==> src/rtl/fetch_unit.sv <==
// rtl/fetch_unit.sv - instruction fetch stage: imem address generation, PC/word pairing, decode output register
module fetch_unit #(
    parameter logic [31:0] RESET_PC = 32'h0000_0000
) (
    input  logic        clk,
    input  logic        rst,
    output logic [31:0] imem_addr,
    input  logic [31:0] imem_inst,
    input  logic        redirect_valid,
    input  logic [31:0] redirect_pc,
    output logic        out_valid,
    output logic [31:0] out_pc,
    output logic [31:0] out_inst,
    input  logic        out_ready,
    output logic [31:0] fetch_count
);

    logic [31:0] req_pc_q, req_pc_d;
    logic        req_valid_q, req_valid_d;
    logic        out_valid_q, out_valid_d;
    logic [31:0] out_pc_q, out_pc_d;
    logic [31:0] out_inst_q, out_inst_d;
    logic [31:0] fetch_count_q, fetch_count_d;
    logic        accept;
    logic        handshake;
    logic [31:0] next_addr;
    logic        redirect_lsb_unused;

    assign redirect_lsb_unused = ^redirect_pc[1:0];

    always_comb begin
        accept    = req_valid_q && !redirect_valid && (!out_valid_q || out_ready);
        handshake = out_valid_q && out_ready && !redirect_valid;

        // Replaying req_pc_q on a stall keeps the same word on imem_inst next cycle.
        if (rst) begin
            next_addr = RESET_PC;
        end else if (redirect_valid) begin
            next_addr = {redirect_pc[31:2], 2'b00};
        end else if (!req_valid_q) begin
            next_addr = req_pc_q;
        end else if (accept) begin
            next_addr = req_pc_q + 32'd4;
        end else begin
            next_addr = req_pc_q;
        end

        req_pc_d    = next_addr;
        req_valid_d = 1'b1;

        out_valid_d = out_valid_q;
        out_pc_d    = out_pc_q;
        out_inst_d  = out_inst_q;
        if (redirect_valid) begin
            out_valid_d = 1'b0;
        end else if (accept) begin
            out_valid_d = 1'b1;
            out_pc_d    = req_pc_q;
            out_inst_d  = imem_inst;
        end else if (out_ready) begin
            out_valid_d = 1'b0;
        end

        fetch_count_d = fetch_count_q + {31'd0, handshake};
    end

    always_ff @(posedge clk) begin
        if (rst) begin
            req_pc_q      <= RESET_PC;
            req_valid_q   <= 1'b0;
            out_valid_q   <= 1'b0;
            out_pc_q      <= 32'd0;
            out_inst_q    <= 32'd0;
            fetch_count_q <= 32'd0;
        end else begin
            req_pc_q      <= req_pc_d;
            req_valid_q   <= req_valid_d;
            out_valid_q   <= out_valid_d;
            out_pc_q      <= out_pc_d;
            out_inst_q    <= out_inst_d;
            fetch_count_q <= fetch_count_d;
        end
    end

    assign imem_addr   = next_addr;
    assign out_valid   = out_valid_q;
    assign out_pc      = out_pc_q;
    assign out_inst    = out_inst_q;
    assign fetch_count = fetch_count_q;

endmodule

==> config.mk <==
export PLATFORM = sky130hd
export DESIGN_NAME = fetch_unit
export DESIGN_NICKNAME = d
export VERILOG_FILES = /design/src/rtl/fetch_unit.sv
export SDC_FILE = /design/constraint.sdc
export NUM_CORES = 1
export LEC_CHECK = 0
export CAP_MARGIN = 25
export CORE_ASPECT_RATIO = 1.2
export CORE_UTILIZATION = 49
export DETAILED_ROUTE_END_ITERATION = 16
export GPL_TIMING_DRIVEN = 0
export PLACE_DENSITY_LB_ADDON = 0.15
export REMOVE_ABC_BUFFERS = 1
export SYNTH_ARGS = -nofsm -noshare
export SYNTH_HDL_FRONTEND = slang
export SYNTH_SLANG_ARGS = --single-unit
==> constraint.sdc <==
create_clock -name clk -period 6.2 [get_ports clk]
set_input_delay 1.24 -clock clk [delete_from_list [all_inputs] [get_ports clk]]
set_output_delay 1.24 -clock clk [all_outputs]
set_load 0.02 [all_outputs]
==> flow_summary.json, run 1 <==
{
  "synth_xor_area_share_pct": 5.71,
  "insertion_delay_ns": 0.41,
  "seq_area_frac_synth_pct": 44.6,
  "ys_ff_latch": 130,
  "wire_per_inst_um": 15.5,
  "yosys-top-cells-count": "nand2_1 (174), dfxtp_1 (130), a21oi_1 (83)",
  "h-tree-depth": 4,
  "die_h_um": 122,
  "synth_compound_area_share_pct": 15.5,
  "finalWorstPathRequiredPeriod_ns": 5.79,
  "final_area_mm2": 0.00838,
  "pin_count": 197,
  "placed_cells": 1024,
  "post_cts_buffers": 0,
  "antenna_found_initial": 0,
  "hold_violations": 0,
  "rsz0062_at_grt": "false",
  "path_clk_slew_ns": 0.05,
  "grt_first_pass_wirelength_mm": 25.7,
  "reg2reg_depth": 6,
  "clockPowerShare_pct": 43.7,
  "synth.most_common_cell": "nand2_1",
  "worst_slew_pin_slew_ns": 1.01,
  "vdd.ir_drop.worst_v": 0.000156,
  "slew_headroom_pct": 32.8,
  "end_kind": "output pin",
  "ant_nets": 0,
  "regToRegSetupSlack_ns": 3.66,
  "fmax_ghz": 0.173,
  "post_dp_cell_area_mm2": 0.00786,
  "pre_cts_slack_ns": -0.245,
  "power.switching_mw": 0.499,
  "post-route-worst-setup-slack_ns": 0.410,
  "first_iter_violations": 214,
  "cts_root_buf": "clkbuf_16",
  "critPathKind": "primary input to output pin",
  "cts_made_buffers": 17,
  "wl_mm": 16.4,
  "rows": 43,
  "dp.final_hpwl_mm": 11.3,
  "grt.total_usage_pct": 26.4,
  "p_seq_share_pct": 43.9,
  "p_int_mw": 1.54,
  "muxShareOfSynthArea_pct": 0.515,
  "postCtsHoldBufs": 0,
  "worstSetupStartpoint": "redirect_valid",
  "regToRegEndpoint": "req_pc_q[26]",
  "synthAdderAreaFrac_pct": 0.644,
  "fin_skew_ns": 0.0119,
  "initial_core_util_pct": 50.4,
  "yosysTopAreaCell": "dfxtp_1",
  "synthSimpleGateAreaFrac_pct": 29.3,
  "port_buffers": 194,
  "p_leak_nw": 2.88,
  "ys.flop_type": "dfxtp_1",
  "final-max-slew-violation-count": 0,
  "critical_path.startpoint_type": "primary input",
  "setup_viol": 0,
  "finalCritPeriodShare_pct": 93.4,
  "cts.sinks": 130,
  "grt_overflow": 0,
  "via_count": 5807,
  "cts_buffer_depth": 2,
  "finalNonFillerCells": 1053,
  "dieWidth_um": 102,
  "die_area_mm2": 0.0123,
  "fillers": 933,
  "power_density_mw_per_mm2": 243,
  "fin_util_pct": 72.4,
  "synth_cells": 717,
  "viasPerCell": 5.51,
  "drc": 0,
  "swShare_pct": 24.5,
  "area_growth_pct": 43.6,
  "hp-class": "flop to flop",
  "first_pass_iters": 5,
  "core-area_mm2": 0.0116,
  "gp_congestion": 0.827,
  "drive_above_1_share_pct": 6.03,
  "fin_nets": 957,
  "cp-endpoint": "imem_addr[26]",
  "n_antenna_cell": 0,
  "pwr-share-comb_pct": 12.4,
  "timing.rr.start": "req_pc_q[3]",
  "synth_top_family_by_area": "simple AND/OR/NAND/NOR gates",
  "cts_tree": "done",
  "ys_async_sr_fraction_pct": 0,
  "hp-start": "out_inst[10]",
  "worstPathArrival_ns": 4.55,
  "grt_max_degree": 74,
  "grt_pass1_vias": 5527,
  "max_cap_violations": 0,
  "syn_avg_cell_area_um2": 8.13,
  "crit_fanout": 22,
  "cts_resized": 2,
  "status": "finished, final reports clean",
  "mappedNetlistArea_mm2": 0.00583,
  "synthTopCellsByArea": "dfxtp_1 (45%), nand2_1 (11%), a21oi_1 (7.1%)",
  "synth-warning-count": 0,
  "required_ns": 4.96,
  "synth_top_area_share_pct": 44.6,
  "synth_edf_count": 0,
  "synth_cell_types": 52
}
==> stage by stage <==
stage	power (mW)	hold WS, ns	TNS, ns
6_report	2.04	0.453	0
5_1_grt	2.11	0.468	0
4_1_cts	2.05	0.453	0
3_5_place_dp	1.16	0.446	-0.452
3_3_place_gp	1.16	0.441	-69.50
2_1_floorplan	1.02	0.430	0
==> cell type report <==
cell class	count	area [µm²]	area share [%]
clock buffer	22	454	5.42
clock inverter	7	62.6	0.747
inverter	9	33.8	0.403
multi-input combinational	531	3020	36.1
sequential	130	2600	31.1
tap	157	196	2.35
timing repair buffer	197	2010	23.9
==> how the worst min path moves through the flow <==
stage | to | slack, ns | cells past startpoint
floorplan | out_pc[0] | 0.43 | 2
CTS | out_pc[24] | 0.45 | 2
finish | out_inst[10] | 0.45 | 2
global route | out_inst[10] | 0.47 | 2
global placement | out_inst[29] | 0.44 | 2
detailed placement | out_pc[15] | 0.45 | 2
==> power by group through the flow <==
stage	Sequential [mW]	Combinational, mW	Clock (mW)
floorplan	0.925	0.0927	0
global placement	0.910	0.247	0
detailed placement	0.911	0.253	0
CTS	0.894	0.254	0.901
global route	0.898	0.273	0.935
finish	0.894	0.254	0.890
==> cell families (layout without fill, tap and decap cells) <==
logic type | Yosys count | count (layout)
AOI/OAI and AO/OA | 143 | 143
adders and majority gates | 3 | 3
DFF | 130 | 130
xor gates and xnor gates | 38 | 38
muxes | 3 | 3
and+or+nand+nor | 344 | 344
buffers and inverters | 56 | 235
==> critical path: stages <==
cell and delay [ns]:
dlygate4sd2_1 0.56, nor2b_2 0.46, nand3_1 0.50, or4_4 0.69, a2111oi_2 0.40, clkdlybuf4s50_1 0.68
==> metal layers <==
metal | part of all wire (%) | track usage [%] | wire, µm | up-vias
met4 | 2.6 | 11.0 | 425 | 0
met5 | 0 | 0 | 0 | -
li1 | - | - | - | 2854
met1 | 41 | 29.7 | 6650 | 2730
met2 | 49 | 45.5 | 8080 | 189
met3 | 7.3 | 8.64 | 1200 | 34
==> registers in the layout, indices dropped and copies added, names as in the netlist <==
signal,flops
out_inst,32
out_pc,32
req_valid_q,1
req_pc_q,32
fetch_count,32
out_valid,1
==> placed cells by master, fill, tap and decap left out, types with 6 or more instances in the layout <==
cell type / count
nor2_1: 46
xnor2_1: 29
xor2_1: 9
dfxtp_1: 130
a211oi_1: 18
or3_1: 10
clkdlybuf4s50_1: 192
nand4_1: 18
and3_1: 8
nand2_1: 173
a21oi_1: 83
o21ai_0: 9
nor3_1: 15
and2_1: 8
nor4_2: 9
clkbuf_16: 17
and4_1: 6
inv_1: 8
nand3_1: 20
a311oi_1: 7
nor4_1: 8
Power figures use the tool's default switching activity.
==> inputs of run 2 (changes only) <==
--- a/config.mk
+++ b/config.mk
@@ -7,11 +7,13 @@
 export LEC_CHECK = 0
 export CAP_MARGIN = 25
 export CORE_ASPECT_RATIO = 1.2
+export CORE_MARGIN = 4
 export CORE_UTILIZATION = 49
 export DETAILED_ROUTE_END_ITERATION = 16
 export GPL_TIMING_DRIVEN = 0
 export PLACE_DENSITY_LB_ADDON = 0.15
 export REMOVE_ABC_BUFFERS = 1
+export SKIP_CTS_REPAIR_TIMING = 1
 export SYNTH_ARGS = -nofsm -noshare
 export SYNTH_HDL_FRONTEND = slang
 export SYNTH_SLANG_ARGS = --single-unit
==> flow_summary.json, run 2 (synthesis results as in run 1) <==
{
  "ant_nets": 0,
  "fin_nets": 957,
  "finalSetupTns_ns": 0,
  "path_clk_slew_ns": 0.05,
  "viasPerCell": 5.50,
  "dp.final_hpwl_mm": 11.8,
  "setup_viol": 0,
  "status": "finished, final reports clean",
  "first_iter_violations": 286,
  "die_h_um": 128,
  "critPathKind": "primary input to output pin",
  "fin_skew_ns": 0.00788,
  "area_growth_pct": 44.3,
  "grt_max_degree": 74,
  "finalCritPeriodShare_pct": 91.7,
  "cts_buffer_depth": 2,
  "insertion_delay_ns": 0.41,
  "wire_per_inst_um": 16.1,
  "gp_congestion": 0.761,
  "via_count": 5787,
  "hp-class": "flop to flop",
  "max_cap_violations": 0,
  "drc": 0,
  "critical_path.startpoint_type": "primary input",
  "slew_headroom_pct": 32.8,
  "grt_overflow": 0,
  "pre_cts_slack_ns": -0.285,
  "crit_fanout": 22,
  "first_pass_iters": 5,
  "cts.sinks": 130,
  "grt_pass1_vias": 5717,
  "dieWidth_um": 108,
  "final_cell_mix": "clkdlybuf4s50_1 (192), nand2_1 (173), dfxtp_1 (130), a21oi_1 (83), nor2_1 (46)",
  "die_area_mm2": 0.0137,
  "final_common_cell": "clkdlybuf4s50_1",
  "end_kind": "output pin",
  "cts_made_buffers": 17,
  "p_leak_nw": 2.91,
  "rows": 43,
  "cts_root_buf": "clkbuf_16",
  "final-max-slew-violation-count": 0,
  "post-route-worst-setup-slack_ns": 0.515,
  "initial_core_util_pct": 50.2,
  "power_density_mw_per_mm2": 251,
  "rsz0062_at_grt": "false",
  "post_dp_cell_area_mm2": 0.00786,
  "core-area_mm2": 0.0116,
  "antenna_found_initial": 0,
  "vdd.ir_drop.worst_v": 0.000155,
  "fmax_ghz": 0.176,
  "cts_tree": "done",
  "drive_above_1_share_pct": 6.03,
  "wl_mm": 16.9,
  "worst_slew_pin_slew_ns": 1.01,
  "final_area_mm2": 0.00841,
  "required_ns": 4.96,
  "hold_violations": 0,
  "pin_count": 197,
  "finalWorstPathRequiredPeriod_ns": 5.69,
  "grt_first_pass_wirelength_mm": 27.6,
  "port_buffers": 194,
  "n_antenna_cell": 0,
  "h-tree-depth": 4,
  "worstPathArrival_ns": 4.45,
  "grt.total_usage_pct": 24.8
}
-- run 2: cell count changes in the layout (fill, tap and decap cells not counted), sizes merged --
cell and delta:
dlymetal6s2s +1, dlygate4sd2 -1, bufinv +2, clkbuf -2, clkinvlp -1
-- run 2: worst max-delay path: stages --
cell,delay (ns)
dlymetal6s2s_1,0.45
nor2b_2,0.47
nand3_1,0.51
or4_4,0.69
a2111oi_2,0.40
clkdlybuf4s50_1,0.68
-- run 2: area by class of cell --
cell class	count	area, µm²
Inverter	9	33.8
Fill cell	896	3210
Clock inverter	8	115
Timing Repair Buffer	197	2010
Multi-Input combinational cell	531	3020
Clock buffer	20	437
Sequential cell	130	2600
Tap cell	157	196
-- run 2: power breakdown --
| group | internal (mW) | switching, mW | total (mW) |
|---|---|---|---|
| logic | 0.123 | 0.132 | 0.255 |
| clock network | 0.619 | 0.341 | 0.959 |
| registers | 0.867 | 0.0278 | 0.895 |
| total | 1.61 | 0.501 | 2.11 |
-- run 2: per-layer routing --
layer	routed length, µm	vias to the layer above	global-route usage, %
li1	-	2852	-
met4	204	0	6.69
met1	6880	2742	29.2
met2	8700	176	43.6
met3	1150	17	7.48
met5	0	-	0
-- run 2: worst paths after layout --
path | startpoint | to | slack (ns) | depth (start not counted)
max reg2reg | req_pc_q[2] | req_pc_q[26] | 3.68 | 6
min reg2reg | out_inst[30] | out_inst[30] | 0.45 | 2
max | redirect_valid | imem_addr[26] | 0.51 | 6
min | out_inst[30] | out_inst[30] | 0.45 | 2
-- run 2: stage by stage --
stage	utilization (%)	total power, mW	std cells	hold WS (ns)
finish	72.4	2.11	1052	0.451
global route	72.4	2.18	1052	0.476
CTS	72.4	2.12	1052	0.453
detailed placement	67.6	1.17	1024	0.446
global placement	67.0	1.16	1021	0.441
floorplan	-	1.02	670	0.430
